### src/rtl/store_buffer_if.sv
// Core/memory-side signal bundle for the store buffer: store and load requests, the data-memory port.
// The slave modport is the buffer's view; the master modport is the core/memory environment's view.
interface store_buffer_if #(
    parameter int ADDR_W = 8
) ();
    logic              st_valid;
    logic              st_ready;
    logic [ADDR_W-1:0] st_addr;
    logic [31:0]       st_data;
    logic [2:0]        st_func3;

    logic              ld_valid;
    logic [ADDR_W-1:0] ld_addr;
    logic [2:0]        ld_func3;
    logic              ld_stall;
    logic [31:0]       ld_data;

    logic              mem_MemRead;
    logic              mem_MemWrite;
    logic [ADDR_W-1:0] mem_addr;
    logic [31:0]       mem_data_in;
    logic [2:0]        mem_func3;
    logic [31:0]       mem_data_out;

    modport slave (
        input  st_valid, st_addr, st_data, st_func3,
        input  ld_valid, ld_addr, ld_func3, mem_data_out,
        output st_ready, ld_stall, ld_data,
        output mem_MemRead, mem_MemWrite, mem_addr, mem_data_in, mem_func3
    );

    modport master (
        output st_valid, st_addr, st_data, st_func3,
        output ld_valid, ld_addr, ld_func3, mem_data_out,
        input  st_ready, ld_stall, ld_data,
        input  mem_MemRead, mem_MemWrite, mem_addr, mem_data_in, mem_func3
    );
endinterface

### src/rtl/store_buffer.sv
// Posted-write FIFO between core and data memory; STORE_BUF_FWD_EN enables lw-from-sw forwarding.
// Latency: loads issue combinationally (0 cycles); stores drain one per idle memory cycle.
// Backpressure: st_ready drops when full; overlapping loads stall until conflicting stores drain.
module store_buffer #(
    parameter int  DEPTH  = 4,
    parameter int  ADDR_W = 8,
    localparam int PW     = $clog2(DEPTH),
    localparam int CW     = $clog2(DEPTH + 1)
) (
    input  logic          clk,
    input  logic          rst_n,
    store_buffer_if.slave sb,
    output logic          empty,
    output logic [CW-1:0] count
);
    localparam logic [ADDR_W:0] ONE = 1;

    logic [ADDR_W-1:0] addr_q  [DEPTH];
    logic [ADDR_W-1:0] addr_d  [DEPTH];
    logic [31:0]       data_q  [DEPTH];
    logic [31:0]       data_d  [DEPTH];
    logic [2:0]        func3_q [DEPTH];
    logic [2:0]        func3_d [DEPTH];
    logic [DEPTH-1:0]  vld_q, vld_d;
    logic [PW-1:0]     head_q, head_d, tail_q, tail_d;
    logic [CW-1:0]     count_q, count_d;

    logic st_rdy, push, pop, haz, ld_issue;
`ifdef STORE_BUF_FWD_EN
    logic          fwd_ok, fwd_hit;
    logic [31:0]   fwd_dat;
    logic [PW-1:0] idx;
`endif

    function automatic logic [ADDR_W:0] acc_last(input logic [ADDR_W-1:0] a, input logic [2:0] f3);
        logic [ADDR_W:0] sz;
        case (f3)
            3'd0, 3'd4: sz = 1;
            3'd1, 3'd5: sz = 2;
            default:    sz = 4;
        endcase
        return {1'b0, a} + sz - ONE;
    endfunction

    // Ranges are compared one bit wider than the address so they never wrap.
    function automatic logic overlap(input logic [ADDR_W-1:0] a_addr, input logic [2:0] a_f3,
                                     input logic [ADDR_W-1:0] b_addr, input logic [2:0] b_f3);
        return ({1'b0, a_addr} <= acc_last(b_addr, b_f3)) && ({1'b0, b_addr} <= acc_last(a_addr, a_f3));
    endfunction

    always_comb begin
        st_rdy = (count_q < CW'(DEPTH));
        push   = rst_n && sb.st_valid && st_rdy;

        haz = 1'b0;
        for (int i = 0; i < DEPTH; i++) begin
            if (vld_q[i] && overlap(addr_q[i], func3_q[i], sb.ld_addr, sb.ld_func3)) haz = 1'b1;
        end
        if (push && overlap(sb.st_addr, sb.st_func3, sb.ld_addr, sb.ld_func3)) haz = 1'b1;
        haz = haz && sb.ld_valid;

`ifdef STORE_BUF_FWD_EN
        // Walk oldest to youngest so the youngest overlapping entry decides.
        fwd_ok  = 1'b0;
        fwd_dat = '0;
        idx     = head_q;
        for (int i = 0; i < DEPTH; i++) begin
            idx = head_q + PW'(i);
            if (vld_q[idx] && overlap(addr_q[idx], func3_q[idx], sb.ld_addr, sb.ld_func3)) begin
                fwd_ok  = (addr_q[idx] == sb.ld_addr) && (func3_q[idx] != 3'd0) && (func3_q[idx] != 3'd1);
                fwd_dat = data_q[idx];
            end
        end
        if (push && overlap(sb.st_addr, sb.st_func3, sb.ld_addr, sb.ld_func3)) fwd_ok = 1'b0;
        fwd_hit = rst_n && sb.ld_valid && (sb.ld_func3 == 3'd2) && fwd_ok;
`endif

        ld_issue = rst_n && sb.ld_valid && !haz;
        pop      = rst_n && !ld_issue && (count_q != '0);

        sb.st_ready     = !rst_n || st_rdy;
        sb.ld_stall     = rst_n && haz;
        sb.ld_data      = '0;
        sb.mem_MemRead  = 1'b0;
        sb.mem_MemWrite = 1'b0;
        sb.mem_addr     = '0;
        sb.mem_data_in  = '0;
        sb.mem_func3    = '0;
        if (ld_issue) begin
            sb.mem_MemRead = 1'b1;
            sb.mem_addr    = sb.ld_addr;
            sb.mem_func3   = sb.ld_func3;
            sb.ld_data     = sb.mem_data_out;
        end else if (pop) begin
            sb.mem_MemWrite = 1'b1;
            sb.mem_addr     = addr_q[head_q];
            sb.mem_data_in  = data_q[head_q];
            sb.mem_func3    = func3_q[head_q];
        end
`ifdef STORE_BUF_FWD_EN
        if (fwd_hit) begin
            sb.ld_stall = 1'b0;
            sb.ld_data  = fwd_dat;
        end
`endif

        empty = !rst_n || (count_q == '0);
        count = rst_n ? count_q : '0;

        addr_d  = addr_q;
        data_d  = data_q;
        func3_d = func3_q;
        vld_d   = vld_q;
        head_d  = head_q;
        tail_d  = tail_q;
        count_d = count_q;
        if (pop) begin
            vld_d[head_q] = 1'b0;
            head_d        = head_q + PW'(1);
        end
        if (push) begin
            addr_d[tail_q]  = sb.st_addr;
            data_d[tail_q]  = sb.st_data;
            func3_d[tail_q] = sb.st_func3;
            vld_d[tail_q]   = 1'b1;
            tail_d          = tail_q + PW'(1);
        end
        case ({push, pop})
            2'b10:   count_d = count_q + CW'(1);
            2'b01:   count_d = count_q - CW'(1);
            default: count_d = count_q;
        endcase
    end

    always_ff @(posedge clk) begin
        if (!rst_n) begin
            vld_q   <= '0;
            head_q  <= '0;
            tail_q  <= '0;
            count_q <= '0;
        end else begin
            vld_q   <= vld_d;
            head_q  <= head_d;
            tail_q  <= tail_d;
            count_q <= count_d;
        end
        addr_q  <= addr_d;
        data_q  <= data_d;
        func3_q <= func3_d;
    end
endmodule
### src/flat_wrapper.sv
// flat-port wrapper written by rule: the top's interface ports become plain ports
module store_buffer_flat 
#(
    parameter int  DEPTH  = 4,
    parameter int  ADDR_W = 8,
    localparam int PW     = $clog2(DEPTH),
    localparam int CW     = $clog2(DEPTH + 1)
)
  (clk, rst_n, empty, count, sb_st_valid, sb_st_addr, sb_st_data, sb_st_func3, sb_ld_valid, sb_ld_addr, sb_ld_func3, sb_mem_data_out, sb_st_ready, sb_ld_stall, sb_ld_data, sb_mem_MemRead, sb_mem_MemWrite, sb_mem_addr, sb_mem_data_in, sb_mem_func3);
  store_buffer_if #(.ADDR_W(ADDR_W)) sb_i ();
  input  logic clk;
  input  logic rst_n;
  output logic empty;
  output logic [CW-1:0] count;
  input wire logic [$bits(sb_i.st_valid)-1:0] sb_st_valid;
  input wire logic [$bits(sb_i.st_addr)-1:0] sb_st_addr;
  input wire logic [$bits(sb_i.st_data)-1:0] sb_st_data;
  input wire logic [$bits(sb_i.st_func3)-1:0] sb_st_func3;
  input wire logic [$bits(sb_i.ld_valid)-1:0] sb_ld_valid;
  input wire logic [$bits(sb_i.ld_addr)-1:0] sb_ld_addr;
  input wire logic [$bits(sb_i.ld_func3)-1:0] sb_ld_func3;
  input wire logic [$bits(sb_i.mem_data_out)-1:0] sb_mem_data_out;
  output wire logic [$bits(sb_i.st_ready)-1:0] sb_st_ready;
  output wire logic [$bits(sb_i.ld_stall)-1:0] sb_ld_stall;
  output wire logic [$bits(sb_i.ld_data)-1:0] sb_ld_data;
  output wire logic [$bits(sb_i.mem_MemRead)-1:0] sb_mem_MemRead;
  output wire logic [$bits(sb_i.mem_MemWrite)-1:0] sb_mem_MemWrite;
  output wire logic [$bits(sb_i.mem_addr)-1:0] sb_mem_addr;
  output wire logic [$bits(sb_i.mem_data_in)-1:0] sb_mem_data_in;
  output wire logic [$bits(sb_i.mem_func3)-1:0] sb_mem_func3;
  assign sb_i.st_valid = sb_st_valid;
  assign sb_i.st_addr = sb_st_addr;
  assign sb_i.st_data = sb_st_data;
  assign sb_i.st_func3 = sb_st_func3;
  assign sb_i.ld_valid = sb_ld_valid;
  assign sb_i.ld_addr = sb_ld_addr;
  assign sb_i.ld_func3 = sb_ld_func3;
  assign sb_i.mem_data_out = sb_mem_data_out;
  assign sb_st_ready = sb_i.st_ready;
  assign sb_ld_stall = sb_i.ld_stall;
  assign sb_ld_data = sb_i.ld_data;
  assign sb_mem_MemRead = sb_i.mem_MemRead;
  assign sb_mem_MemWrite = sb_i.mem_MemWrite;
  assign sb_mem_addr = sb_i.mem_addr;
  assign sb_mem_data_in = sb_i.mem_data_in;
  assign sb_mem_func3 = sb_i.mem_func3;
  store_buffer #(.DEPTH(DEPTH), .ADDR_W(ADDR_W)) u_core (.clk(clk), .rst_n(rst_n), .sb(sb_i), .empty(empty), .count(count));
endmodule
### config.mk
export PLATFORM = sky130hd
export DESIGN_NAME = store_buffer_flat
export DESIGN_NICKNAME = d
export VERILOG_FILES = /design/src/rtl/store_buffer_if.sv /design/src/rtl/store_buffer.sv /design/src/flat_wrapper.sv
export SDC_FILE = /design/constraint.sdc
export NUM_CORES = 1
export LEC_CHECK = 0
export BUFFER_PORTS_ARGS = -buffer_cell sky130_fd_sc_hd__buf_2
export CAP_MARGIN = 25
export CORE_ASPECT_RATIO = 0.8
export CORE_MARGIN = 4
export CORE_UTILIZATION = 30
export DETAILED_ROUTE_END_ITERATION = 7
export PLACE_DENSITY = 0.48
export SKIP_LAST_GASP = 1
export SYNTH_ARGS = -nofsm -noshare
export SYNTH_HDL_FRONTEND = slang
export SYNTH_SLANG_ARGS = --single-unit
export TNS_END_PERCENT = 10
### constraint.sdc
create_clock -name clk -period 6.45 [get_ports clk]
set_input_delay 0.9675 -clock clk [delete_from_list [all_inputs] [get_ports clk]]
set_output_delay 0.9675 -clock clk [all_outputs]
set_load 0.02 [all_outputs]
# [Word level (Yosys, flattened, before mapping)]
# Cells that the tools add are included.
[totals] ff_bits=183 out_inout_bits=83 wordCells=169
[classes] addsub=16 magnitude_cmp=18 n_eq_ne=20 mux=47 n_bitwise=5 reduce_logical=47
[op_table] cell="32-bit 2-to-1 mux" n=6
[op_table] cell="128-bit bitwise mux" n=1
[op_table] cell="8-bit by 9-bit less-or-equal comparator with 1-bit output" n=10
[op_table] cell="32-bit binary-select mux with 2-bit select" n=1
[op_table] cell="32-bit demux with 2-bit select" n=1
[op_table] cell="8-bit by 3-bit adder with 9-bit output" n=6
[op_table] cell="9-bit by 1-bit subtractor with 9-bit output (second input constant)" n=6
[op_table] cell="3-bit one-hot mux with 2 select lines" n=7
[op_table] cell="8-bit 2-to-1 mux" n=5
[op_table] cell="3-bit equality test (second input constant)" n=12
[op_table] cell="32-bit bitwise mux" n=1
[op_table] cell="2-bit OR reduction" n=12
[op_table] cell="1-bit logical AND" n=21
[op_table] cell="3-bit zero test" n=7
[op_table] cell="3-bit by 1-bit equality test with 1-bit output (second input constant)" n=6
[op_table] cell="3-bit 2-to-1 mux" n=6
[op_table] cell="8-bit binary-select mux with 2-bit select" n=1
[op_table] cell="8-bit demux with 2-bit select" n=1
[op_table] cell="12-bit bitwise mux" n=1
[op_table] cell="1-bit 2-to-1 mux" n=10
[op_table] cell="4-bit 2-to-1 mux" n=2
[op_table] cell="3-bit binary-select mux with 2-bit select" n=1
[op_table] cell="3-bit demux with 2-bit select" n=1
[op_table] cell="3-bit >= comparator (second input constant)" n=2
[op_table] cell="18 further kinds" n=26

# [Longest topological paths before layout]
# Gate-level depths: netlist of run 1.
[logic_depth] word_depth=22 ltp_mapped=29

# [Worst setup path before layout of run 1]
# OpenSTA, ideal clock, no wires.
[synth_timing] kind="input -> output" from="in sb_ld_func3[1]" to="out sb_mem_data_in[10]" t_arrival_ns=4.788 required_time_ns=5.483 path_slack_ns=0.695 path_stages=23 cell_sequence="or2_2 ha_1 inv_1 ha_1 inv_1 fa_1 nor2b_1 o21ai_0 nand2b_1 a21o_1 a21oi_1 xor2_1 ha_1 or3_1 a41o_1 a21oi_1 o31ai_1 a31oi_1 and4bb_1 or2_4 inv_2 clkbuf_2 and2_1"
[synth_between] elab_chain_cells=21 word_cells_on_any_way=37 classes_between="add/sub (2); order compare (5); eq/ne (3); mux (8); reduce/logical (19)"
[synth_rtl] item="start, declared" line_no="flat_wrapper.sv:21" source="input wire logic [$bits(sb_i.ld_func3)-1:0] sb_ld_func3;"
[synth_rtl] item="3-bit by 1-bit equality test with 1-bit output, or another cell as far along" line_no="store_buffer.sv:37" source="case (f3)"
[synth_rtl] item="2-bit OR reduction" line_no="store_buffer.sv:37"
[synth_rtl] item="3-bit one-hot mux with 2 select lines (*)" line_no="store_buffer.sv:37"
[synth_rtl] item="8-bit by 3-bit adder with 9-bit output (*)" line_no="store_buffer.sv:42" source="return {1'b0, a} + sz - ONE;"
[synth_rtl] item="9-bit by 1-bit subtractor with 9-bit output (*)" line_no="store_buffer.sv:42"
[synth_rtl] item="8-bit by 9-bit less-or-equal comparator with 1-bit output" line_no="store_buffer.sv:48" source="return ({1'b0, a_addr} <= acc_last(b_addr, b_f3)) && ({1'b0, b_addr} <= acc_last(a_addr, a_f3));"
[synth_rtl] item="1-bit logical AND" line_no="store_buffer.sv:48"
[synth_rtl] item="1-bit logical AND" line_no="store_buffer.sv:57" source="if (vld_q[i] && overlap(addr_q[i], func3_q[i], sb.ld_addr, sb.ld_func3)) haz = 1'b1;"
[synth_rtl] item="1-bit 2-to-1 mux (4 in series)" line_no="store_buffer.sv:57"
[synth_rtl] item="1-bit 2-to-1 mux (*)" line_no="store_buffer.sv:59" source="if (push && overlap(sb.st_addr, sb.st_func3, sb.ld_addr, sb.ld_func3)) haz = 1'b1;"
[synth_rtl] item="1-bit logical AND (*)" line_no="store_buffer.sv:60" source="haz = haz && sb.ld_valid;"
[synth_rtl] item="1-bit zero test (*)" line_no="store_buffer.sv:78" source="ld_issue = rst_n && sb.ld_valid && !haz;"
[synth_rtl] item="1-bit logical AND (*)" line_no="store_buffer.sv:78"
[synth_rtl] item="1-bit zero test" line_no="store_buffer.sv:79" source="pop = rst_n && !ld_issue && (count_q != '0);"
[synth_rtl] item="1-bit logical AND (2 in series)" line_no="store_buffer.sv:79"
[synth_rtl] item="32-bit 2-to-1 mux" line_no="store_buffer.sv:94" source="end else if (pop) begin"
[synth_rtl] item="32-bit 2-to-1 mux (*)" line_no="store_buffer.sv:89" source="if (ld_issue) begin"
[synth_rtl] item="end, declared" line_no="flat_wrapper.sv:29" source="output wire logic [$bits(sb_i.mem_data_in)-1:0] sb_mem_data_in;"
# Every way passes the cells marked *; elsewhere a longest branch is shown, timed or not.

# [Final worst setup path of run 1]
[layout_timing] from="in sb_ld_func3[1]" to="out sb_mem_data_in[21]"
# The elaborated chain is that of the path after synthesis.

==> impl_metrics.tcl, run 1 <==
set metrics [dict create \
    die_h_um 183 \
    crit_arrival_ns 5.25 \
    initial_core_util_pct 30.7 \
    yosysUniqueCellTypes 59 \
    hold_depth 2 \
    pwr-share-seq_pct 38.1 \
    relSlewSlack_pct 44.7 \
    synth_edf_count 172 \
    clock-root-buffer "clkbuf_16" \
    r2r-start "u_core.func3_q[6]" \
    port_buffers 172 \
    power_mw 3.76 \
    worst_slew_pin_slew_ns 0.827 \
    drt-vias-per-instance 4.82 \
    core_area_um2 37400 \
    first_pass_iters 4 \
    grt_antenna_before_repair 3 \
    powerDensity_nw_per_um2 272 \
    setup_violations 0 \
    period_minus_slack_ns 6.21 \
    wire_per_inst_um 19.3 \
    hold_viol_final 0 \
    grt.busiest_layer "met2" \
    syn_inst 944 \
    ys.flop_type "edfxtp_1" \
    final_cell_mix "edfxtp_1 (172), buf_2 (166), ha_1 (146), inv_1 (120), and2_1 (70)" \
    ctsHoldBuffers 0 \
    holdPathEnd "u_core.tail_q[1]" \
    grt_pass1_wl_mm 46.6 \
    rrSetupSlack_ns 0.89 \
    drt_iter0_drc 537 \
    fill_cells 3625 \
    syn_area_um2 11500 \
    wirelength_mm 31.8 \
    vdd_drop_max_uv 159 \
    startpoint_type "primary input" \
    grt_max_degree 37 \
    min_from "u_core.tail_q[1]" \
    synth_seq_cells 183 \
    p_switching_mw 1.28 \
    setup_slack_ns 0.236 \
    die_x_um 227 \
    maxCapViolCount 0 \
    io_pins 173 \
    reg2regPathDepth 28 \
    r2r_end "u_core.count_q[2]" \
    met3_usage_pct 3.44 \
    dp.cells 1609 \
    cp.required_ns 5.48 \
    clock_power_share_pct 25.1 \
    postLayoutCoreUtil_pct 36.9 \
    nNetsFinal 1394 \
    syn_to_final_growth_pct 20.2 \
    antenna_left 0 \
    instances_no_fill 1648 \
    p_leak_nw 5.85 \
    clock_latency_ns 0.44 \
    grt_pass1_vias 7828 \
    grt_util_met2_pct 23.3 \
    routed-via-count 7942 \
    critical_path_class "primary input to primary output" \
    cts_buffer_depth 2 \
    pre_cts_ws_ns 0.00656 \
    synth_fp_nets 1190 \
    max_freq_ghz 0.161 \
    grt_util_all_layers_pct 14.9 \
    cts_tree "yes" \
    hpwl_mm 23.7 \
    yosysWarnings 0 \
    period_share_pct 96.3 \
    async_reset_ff_share_pct 0 \
    worstHoldPathType "flop to flop" \
    place_area_um2 13100 \
    p_sw_share_pct 34.2 \
    whs_ns 0.504 \
    drive_gt1_share_pct 26.4 \
    fin_setup_tns_ns 0 \
    htreeDepth 4 \
    final_common_cell "edfxtp_1" \
    final_max_slew_viol_count 0 \
    die_area_um2 41500 \
    clock_skew_ns 0.0137 \
    ys_seq_area_share_pct 46.9 \
    stdcell_area_um2 13800 \
    drc 0 \
    avgSynthCellArea_um2 12.2 \
    rows 63 \
    critPathMaxFanout 15 \
    status "finished, final reports clean" \
    place.gp.congestion 0.897 \
    comb_power_share_pct 36.8 \
    met1_usage_pct 21.6 \
    end_kind "primary output" \
    grt_overflow 0 \
    numCtsBuffers 17 \
    cts.sinks 183 \
    clk_pin_slew_ns 0.07 \
    power.internal_mw 2.47 \
]
power by group through the flow:
stage          clock, mW  sequential, mW  combinational (mW)
5_1_grt             1.03            1.44                1.53
4_1_cts            0.975            1.43                1.32
3_3_place_gp           0            1.46                1.31
2_1_floorplan          0            1.42               0.896
6_report           0.942            1.43                1.38
3_5_place_dp           0            1.46                1.32
critical path, cell delays in order:
cell and delay (ns):
buf_2 0.11, or2_2 0.30, ha_1 0.18, inv_1 0.08, ha_4 0.14, inv_1 0.05
fa_2 0.34, nor2b_1 0.11, o21ai_0 0.08, nand2b_1 0.11, a21o_1 0.12, a21oi_1 0.09
xor2_2 0.24, ha_2 0.24, a2111oi_4 0.27, o21ai_1 0.11, a21oi_1 0.13, o41ai_1 0.08
o32a_1 0.39, and4bb_2 0.28, or2_4 0.26, inv_8 0.09, clkbuf_16 0.16, and2_1 0.12
buf_2 0.16
metal layers:
metal	routed length [um]	vias to the layer above
met2	14200	192
li1	-	3883
met5	31	-
met1	15600	3848
met3	1790	15
met4	222	4
cell usage after synthesis, drive strengths merged (7+ instances only):
library cell	n	area share, %
nor3	11	0.48
o21ai	49	2.1
nand2b	19	1.0
edfxtp	172	45
or2	8	0.46
nand3	13	0.57
a211oi	9	0.63
o21bai	7	0.46
ha	149	16
xnor2	16	1.2
o211ai	7	0.46
nand4	14	0.76
inv	125	4.1
fa	7	1.2
nand2	38	1.2
clkbuf	14	0.50
a21o	16	1.0
mux4	43	8.4
nor2	17	0.56
dfxtp	11	1.9
buf	8	0.38
and2	70	3.8
a21oi	40	1.7
xor2	19	1.4
worst max-delay path by stage:
stage,to,startpoint,slack (ns),depth (start not counted)
5_1_grt,sb_mem_data_in[14],sb_ld_func3[1],-0.02,25
3_3_place_gp,sb_mem_func3[0],sb_ld_func3[1],0.12,26
6_report,sb_mem_data_in[21],sb_ld_func3[1],0.24,25
3_5_place_dp,sb_mem_data_in[19],sb_ld_func3[1],0.007,25
2_1_floorplan,sb_mem_data_in[10],sb_ld_func3[1],0.69,23
4_1_cts,sb_mem_data_in[19],sb_ld_func3[1],0.01,25
logic make-up (layout without fill, tap and decap cells):
family	count (synthesis)	count (layout)	share of synthesized area (%)
XOR/XNOR	35	35	2.67
flip-flops	183	183	46.9
AO/OA/AOI/OAI	167	167	9.18
adder cells (fa/ha/maj)	156	156	17.5
multiplexers	43	43	8.43
other	0	1	0
buffers and inverters	147	363	4.97
AND/OR/NAND/NOR	213	213	10.4
cell type report:
| class | instances | area [um^2] | area share (%) |
|---|---|---|---|
| Antenna cell | 1 | 2.50 | 0.0181 |
| Clock buffer | 20 | 437 | 3.16 |
| Clock inverter | 11 | 77.6 | 0.562 |
| Inverter | 125 | 477 | 3.45 |
| Multi-Input combinational cell | 614 | 5610 | 40.6 |
| Sequential cell | 183 | 5390 | 39.1 |
| Tap cell | 487 | 609 | 4.42 |
| Timing Repair Buffer | 207 | 1200 | 8.69 |
flip-flops by register name, indices dropped and copies added, names as in the netlist:
signal          flops
u_core.vld_q        4
u_core.func3_q     12
u_core.data_q     128
u_core.head_q       2
u_core.tail_q       2
u_core.count_q      3
u_core.addr_q      32
repair_timing:
action	4_1_cts	5_1_grt
setup buffers	0	5
resized for setup	1	24
gates cloned	0	2
endpoints found under the setup margin	32	75
pin swaps	0	5
Power figures use the tool's default switching activity.
==> run 2: changes to the inputs <==
CELL_PAD_IN_SITES_DETAIL_PLACEMENT = 1   (was default)
CELL_PAD_IN_SITES_GLOBAL_PLACEMENT = 1   (was default)
PLACE_DENSITY = 0.57   (was 0.48)
RECOVER_POWER = 100   (was default)
==> impl_metrics.tcl, run 2 (synthesis gave the netlist of run 1 again) <==
set metrics [dict create \
    final_max_slew_viol_count 144 \
    violations "max-capacitance violations, max-slew violations" \
    hpwl_mm 25.4 \
    worst_slew_pin_slew_ns 2.86 \
    path_buf_inv 6 \
    htreeDepth 4 \
    nNetsFinal 1389 \
    cts_buffer_depth 2 \
    grt_overflow 0 \
    final_common_cell "edfxtp_1" \
    slowest_stage "or3_1" \
    period_minus_slack_ns 6.21 \
    powerDensity_nw_per_um2 286 \
    wire_per_inst_um 20.8 \
    port_buffers 172 \
    numCtsBuffers 17 \
    core_area_um2 37400 \
    status "finished, violations left" \
    grt_max_degree 49 \
    max_freq_ghz 0.161 \
    rrSetupSlack_ns 0.72 \
    num_antenna_cells 0 \
    drt_iter0_drc 536 \
    postLayoutCoreUtil_pct 36.9 \
    initial_core_util_pct 30.7 \
    antenna_left 0 \
    clock_skew_ns 0.0124 \
    cts_tree "yes" \
    final_cell_mix "edfxtp_1 (172), ha_1 (146), inv_1 (123), buf_2 (114), and2_1 (66)" \
    largest_reg_flops 128 \
    crit_arrival_ns 5.25 \
    startpoint_type "primary input" \
    cts.sinks 183 \
    path_delay_family "simple AND/OR/NAND/NOR gates" \
    clock-root-buffer "clkbuf_16" \
    clk_pin_slew_ns 0.07 \
    worstHoldPathType "flop to flop" \
    routed-via-count 8116 \
    rows 63 \
    first_pass_iters 5 \
    maxCapViolCount 4 \
    grt_antenna_before_repair 1 \
    grt_pass1_vias 8468 \
    setup_violations 0 \
    top_register "u_core.data_q" \
    die_h_um 183 \
    drc 0 \
    grt_pass1_wl_mm 50.9 \
    vdd_drop_max_uv 184 \
    io_pins 173 \
    drive_gt1_share_pct 21.6 \
    cp.required_ns 5.48 \
    fin_setup_tns_ns 0 \
    reg.largest.list "u_core.data_q (128), u_core.addr_q (32), u_core.func3_q (12)" \
    relSlewSlack_pct -90.7 \
    slowest_delay_ns 0.38 \
    critical_path_class "primary input to primary output" \
    clock_latency_ns 0.43 \
    drt-vias-per-instance 4.94 \
    power_mw 3.95 \
    ctsHoldBuffers 0 \
    hold_viol_final 0 \
    p_leak_nw 5.74 \
    critPathMaxFanout 13 \
    die_x_um 227 \
    end_kind "primary output" \
    period_share_pct 96.3 \
    syn_to_final_growth_pct 20.3 \
    wirelength_mm 34.2 \
    grt_util_all_layers_pct 16.2 \
    die_area_um2 41500 \
    place.gp.congestion 0.856 \
]
[run 2: layout make-up]
cell class / count / area [um^2]
clock buffers: 18 / 429
clock inverters: 13 / 195
fillers: 4099 / 23600
inverters: 125 / 474
multi-input cells: 614 / 5590
flip-flops and latches: 183 / 5390
well taps: 487 / 609
repair buffers: 202 / 1140
[run 2: per-layer routing]
metal  vias up  GRT usage, %  part of all wire [%]
li1       3873             -                     -
met2       197          25.8                    44
met5         -             0                 0.038
met3        36          2.70                   5.1
met4         2          3.72                   1.4
met1      4008          23.3                    49
[run 2: worst paths after layout]
kind | start | to | cells after the start
worst min register to register | u_core.tail_q[1] | u_core.tail_q[1] | 2
worst max register to register | u_core.func3_q[1] | u_core.count_q[2] | 26
worst max-delay path | sb_ld_func3[1] | sb_mem_data_in[23] | 25
worst min-delay path | u_core.tail_q[1] | u_core.tail_q[1] | 2
[run 2: where the power goes]
part | internal (mW) | switching (mW) | total, mW
combinational | 0.600 | 0.786 | 1.39
sequential | 1.38 | 0.0634 | 1.44
clock | 0.654 | 0.468 | 1.12
total | 2.64 | 1.32 | 3.95
[run 2: what timing repair did]
item | 4_1_cts | 5_1_grt
gates resized for setup | 0 | 31
endpoints found under the setup margin | 0 | 78
setup buffers | 0 | 3
[run 2: metrics by stage]
stage	instances	cell area, um^2	setup slack [ns]	hold slack, ns
2_1_floorplan	944	11500	0.695	0.469
6_report	1642	13800	0.236	0.507
4_1_cts	1636	13700	0.0185	0.518
3_3_place_gp	1605	13100	0.0723	0.489
3_5_place_dp	1605	13100	-0.0287	0.508
5_1_grt	1642	13800	-0.00769	0.549
[run 2: worst min-delay path, stage by stage, from the launching register on]
cell and delay (ns):
dfxtp_1 0.34, nand2_1 0.06, o21ai_0 0.06
==> run 3: changes to the inputs <==
ABC_AREA = 1   (was default)
PLACE_DENSITY = 0.6   (was 0.57)
==> impl_metrics.tcl, run 3 <==
set metrics [dict create \
    nNetsFinal 1706 \
    async_reset_ff_share_pct 0 \
    initial_core_util_pct 30.6 \
    synth-adder-area-share_pct 17.0 \
    numCtsBuffers 17 \
    yosysWarnings 0 \
    synth-xor-area-share_pct 2.23 \
    grt_pass1_vias 9880 \
    syn_to_final_growth_pct 17.0 \
    die_area_um2 42500 \
    drc 0 \
    synth_top_cell_area_share_pct 43.8 \
    period_share_pct 93.9 \
    critPathMaxFanout 47 \
    clock-root-buffer "clkbuf_16" \
    core_area_um2 38500 \
    reg2regPathDepth 33 \
    ys_seq_area_share_pct 45.7 \
    whs_ns 0.486 \
    first_pass_iters 4 \
    cts.sinks 183 \
    syn_inst 1291 \
    top_register "u_core.data_q" \
    clk_pin_slew_ns 0.07 \
    clock_skew_ns 0.0104 \
    cts_buffer_depth 2 \
    die_h_um 185 \
    yosys-top-cells-count "nand2_1 (279), inv_1 (216), edfxtp_1 (172)" \
    place.gp.congestion 0.829 \
    grt_max_degree 74 \
    clock_latency_ns 0.43 \
    critical_path_class "primary input to primary output" \
    reg.largest.list "u_core.data_q (128), u_core.addr_q (32), u_core.func3_q (12)" \
    final_common_cell "nand2_1" \
    rrSetupSlack_ns 1.38 \
    setup_violations 0 \
    drt-vias-per-instance 4.71 \
    worst-path-stages 27 \
    vdd_drop_max_uv 193 \
    grt_util_all_layers_pct 17.2 \
    cts_tree "yes" \
    path_delay_family "simple AND/OR/NAND/NOR gates" \
    hold_viol_final 0 \
    rsz0062_at_grt "true" \
    path_buf_inv 7 \
    r2r_end "u_core.count_q[2]" \
    place_area_um2 13300 \
    p_leak_nw 6.55 \
    yosysMostFrequentCell "nand2_1" \
    crit_arrival_ns 5.09 \
    worst_slew_pin_slew_ns 0.833 \
    antenna_left 0 \
    synth_edf_count 172 \
    critPathMostFrequentCell "inv_1" \
    max_freq_ghz 0.165 \
    port_buffers 172 \
    slowest_delay_ns 0.41 \
    ctsHoldBuffers 0 \
    relSlewSlack_pct 44.1 \
    setup_slack_ns 0.395 \
    yosysUniqueCellTypes 40 \
    final_cell_mix "nand2_1 (279), inv_1 (211), edfxtp_1 (172), ha_1 (149), a21oi_1 (140)" \
    crit_start "sb_st_func3[1]" \
    syn_area_um2 11800 \
    synth_fp_nets 1537 \
    routed-via-count 9427 \
    avgSynthCellArea_um2 9.13 \
    multiInputGateArea_um2 5420 \
    powerDensity_nw_per_um2 263 \
    worstHoldPathType "flop to flop" \
    synth_area_leader_cell "edfxtp_1" \
    drt_iter0_drc 409 \
    io_pins 173 \
    regArea_um2 5390 \
    final_max_slew_viol_count 0 \
    grt_overflow 0 \
    ys.flop_type "edfxtp_1" \
    synth_seq_cells 183 \
    synth_simple_gate_area_share_pct 14.8 \
    slowest_stage "fa_1" \
    cp.required_ns 5.48 \
    startpoint_type "primary input" \
    synth_top_family_by_area "adder cells" \
    fill_cells 4566 \
    muxShareOfSynthArea_pct 0 \
    synth_compound_area_share_pct 11.8 \
    end_kind "primary output" \
    wire_per_inst_um 18.3 \
    stdcell_area_um2 13800 \
    hpwl_mm 27.3 \
    rows 64 \
    maxCapViolCount 0 \
    drive_gt1_share_pct 14.9 \
    period_minus_slack_ns 6.05 \
    min_from "u_core.vld_q[1]" \
    grt_antenna_before_repair 2 \
    grt_pass1_wl_mm 56.6 \
    crit_path_end "sb_mem_func3[0]" \
    largest_reg_flops 128 \
    r2r-start "u_core.func3_q[4]" \
    hold_depth 2 \
    wirelength_mm 36.5 \
    pre_cts_ws_ns 0.117 \
    status "finished, final reports clean" \
    die_x_um 230 \
    yosys-top-cells-area "edfxtp_1 (44%), ha_1 (16%), nand2_1 (8.9%)" \
    htreeDepth 4 \
]
-- run 3: metrics by stage --
step / TNS (ns) / total power, mW / instances / utilization (%)
final: 0 / 3.63 / 2001 / 35.8
after global routing: -0.00476 / 3.88 / 2001 / 35.8
after CTS: 0 / 3.68 / 2000 / 35.9
after detailed placement: 0 / 2.65 / 1969 / 34.4
after global placement: 0 / 2.62 / 1969 / 34.4
after floorplan: 0 / 2.22 / 1291 / -
-- run 3: timing repair --
item | in CTS | in global routing
resized for setup | 0 | 3
setup buffers | 0 | 0
endpoints found under the setup margin | 0 | 38
-- run 3: tightest hold or removal path: cells and delay by family (launching register included) --
family           cells  cell delay [ns]
flip-flops           1             0.32
AND/OR/NAND/NOR      1             0.06
AO/OA/AOI/OAI        1             0.06
-- run 3: how the worst min path moves through the flow --
| stage | to | slack [ns] |
|---|---|---|
| 2_1_floorplan | u_core.vld_q[2] | 0.44 |
| 3_3_place_gp | u_core.vld_q[2] | 0.46 |
| 3_5_place_dp | u_core.vld_q[2] | 0.46 |
| 4_1_cts | u_core.vld_q[1] | 0.49 |
| 5_1_grt | u_core.vld_q[0] | 0.51 |
| 6_report | u_core.vld_q[1] | 0.49 |
-- run 3: kinds of logic after synthesis --
logic type,after synthesis
buf+inv,256
fa+ha+maj,156
flops,183
compound gates,240
xor+xnor,30
simple gates,426
-- run 3: final cells by class --
class | instances | area share, %
Timing Repair Buffer | 188 | 6.82
Multi-Input combinational cell | 852 | 39.3
Sequential cell | 183 | 39.1
Inverter | 218 | 5.94
Tap cell | 528 | 4.79
Clock inverter | 13 | 0.944
Antenna cell | 1 | 0.0182
Clock buffer | 18 | 3.11
-- run 3: report_power, final --
| part | switching (mW) | internal (mW) | total, mW |
|---|---|---|---|
| sequential | 0.0504 | 1.35 | 1.40 |
| combinational | 0.815 | 0.384 | 1.20 |
| clock | 0.456 | 0.567 | 1.02 |
-- run 3: metal layers --
metal	GRT usage (%)	wire length [um]
met5	0	12
met4	3.45	472
met3	2.58	1380
met2	29.3	17400
met1	23.4	17300
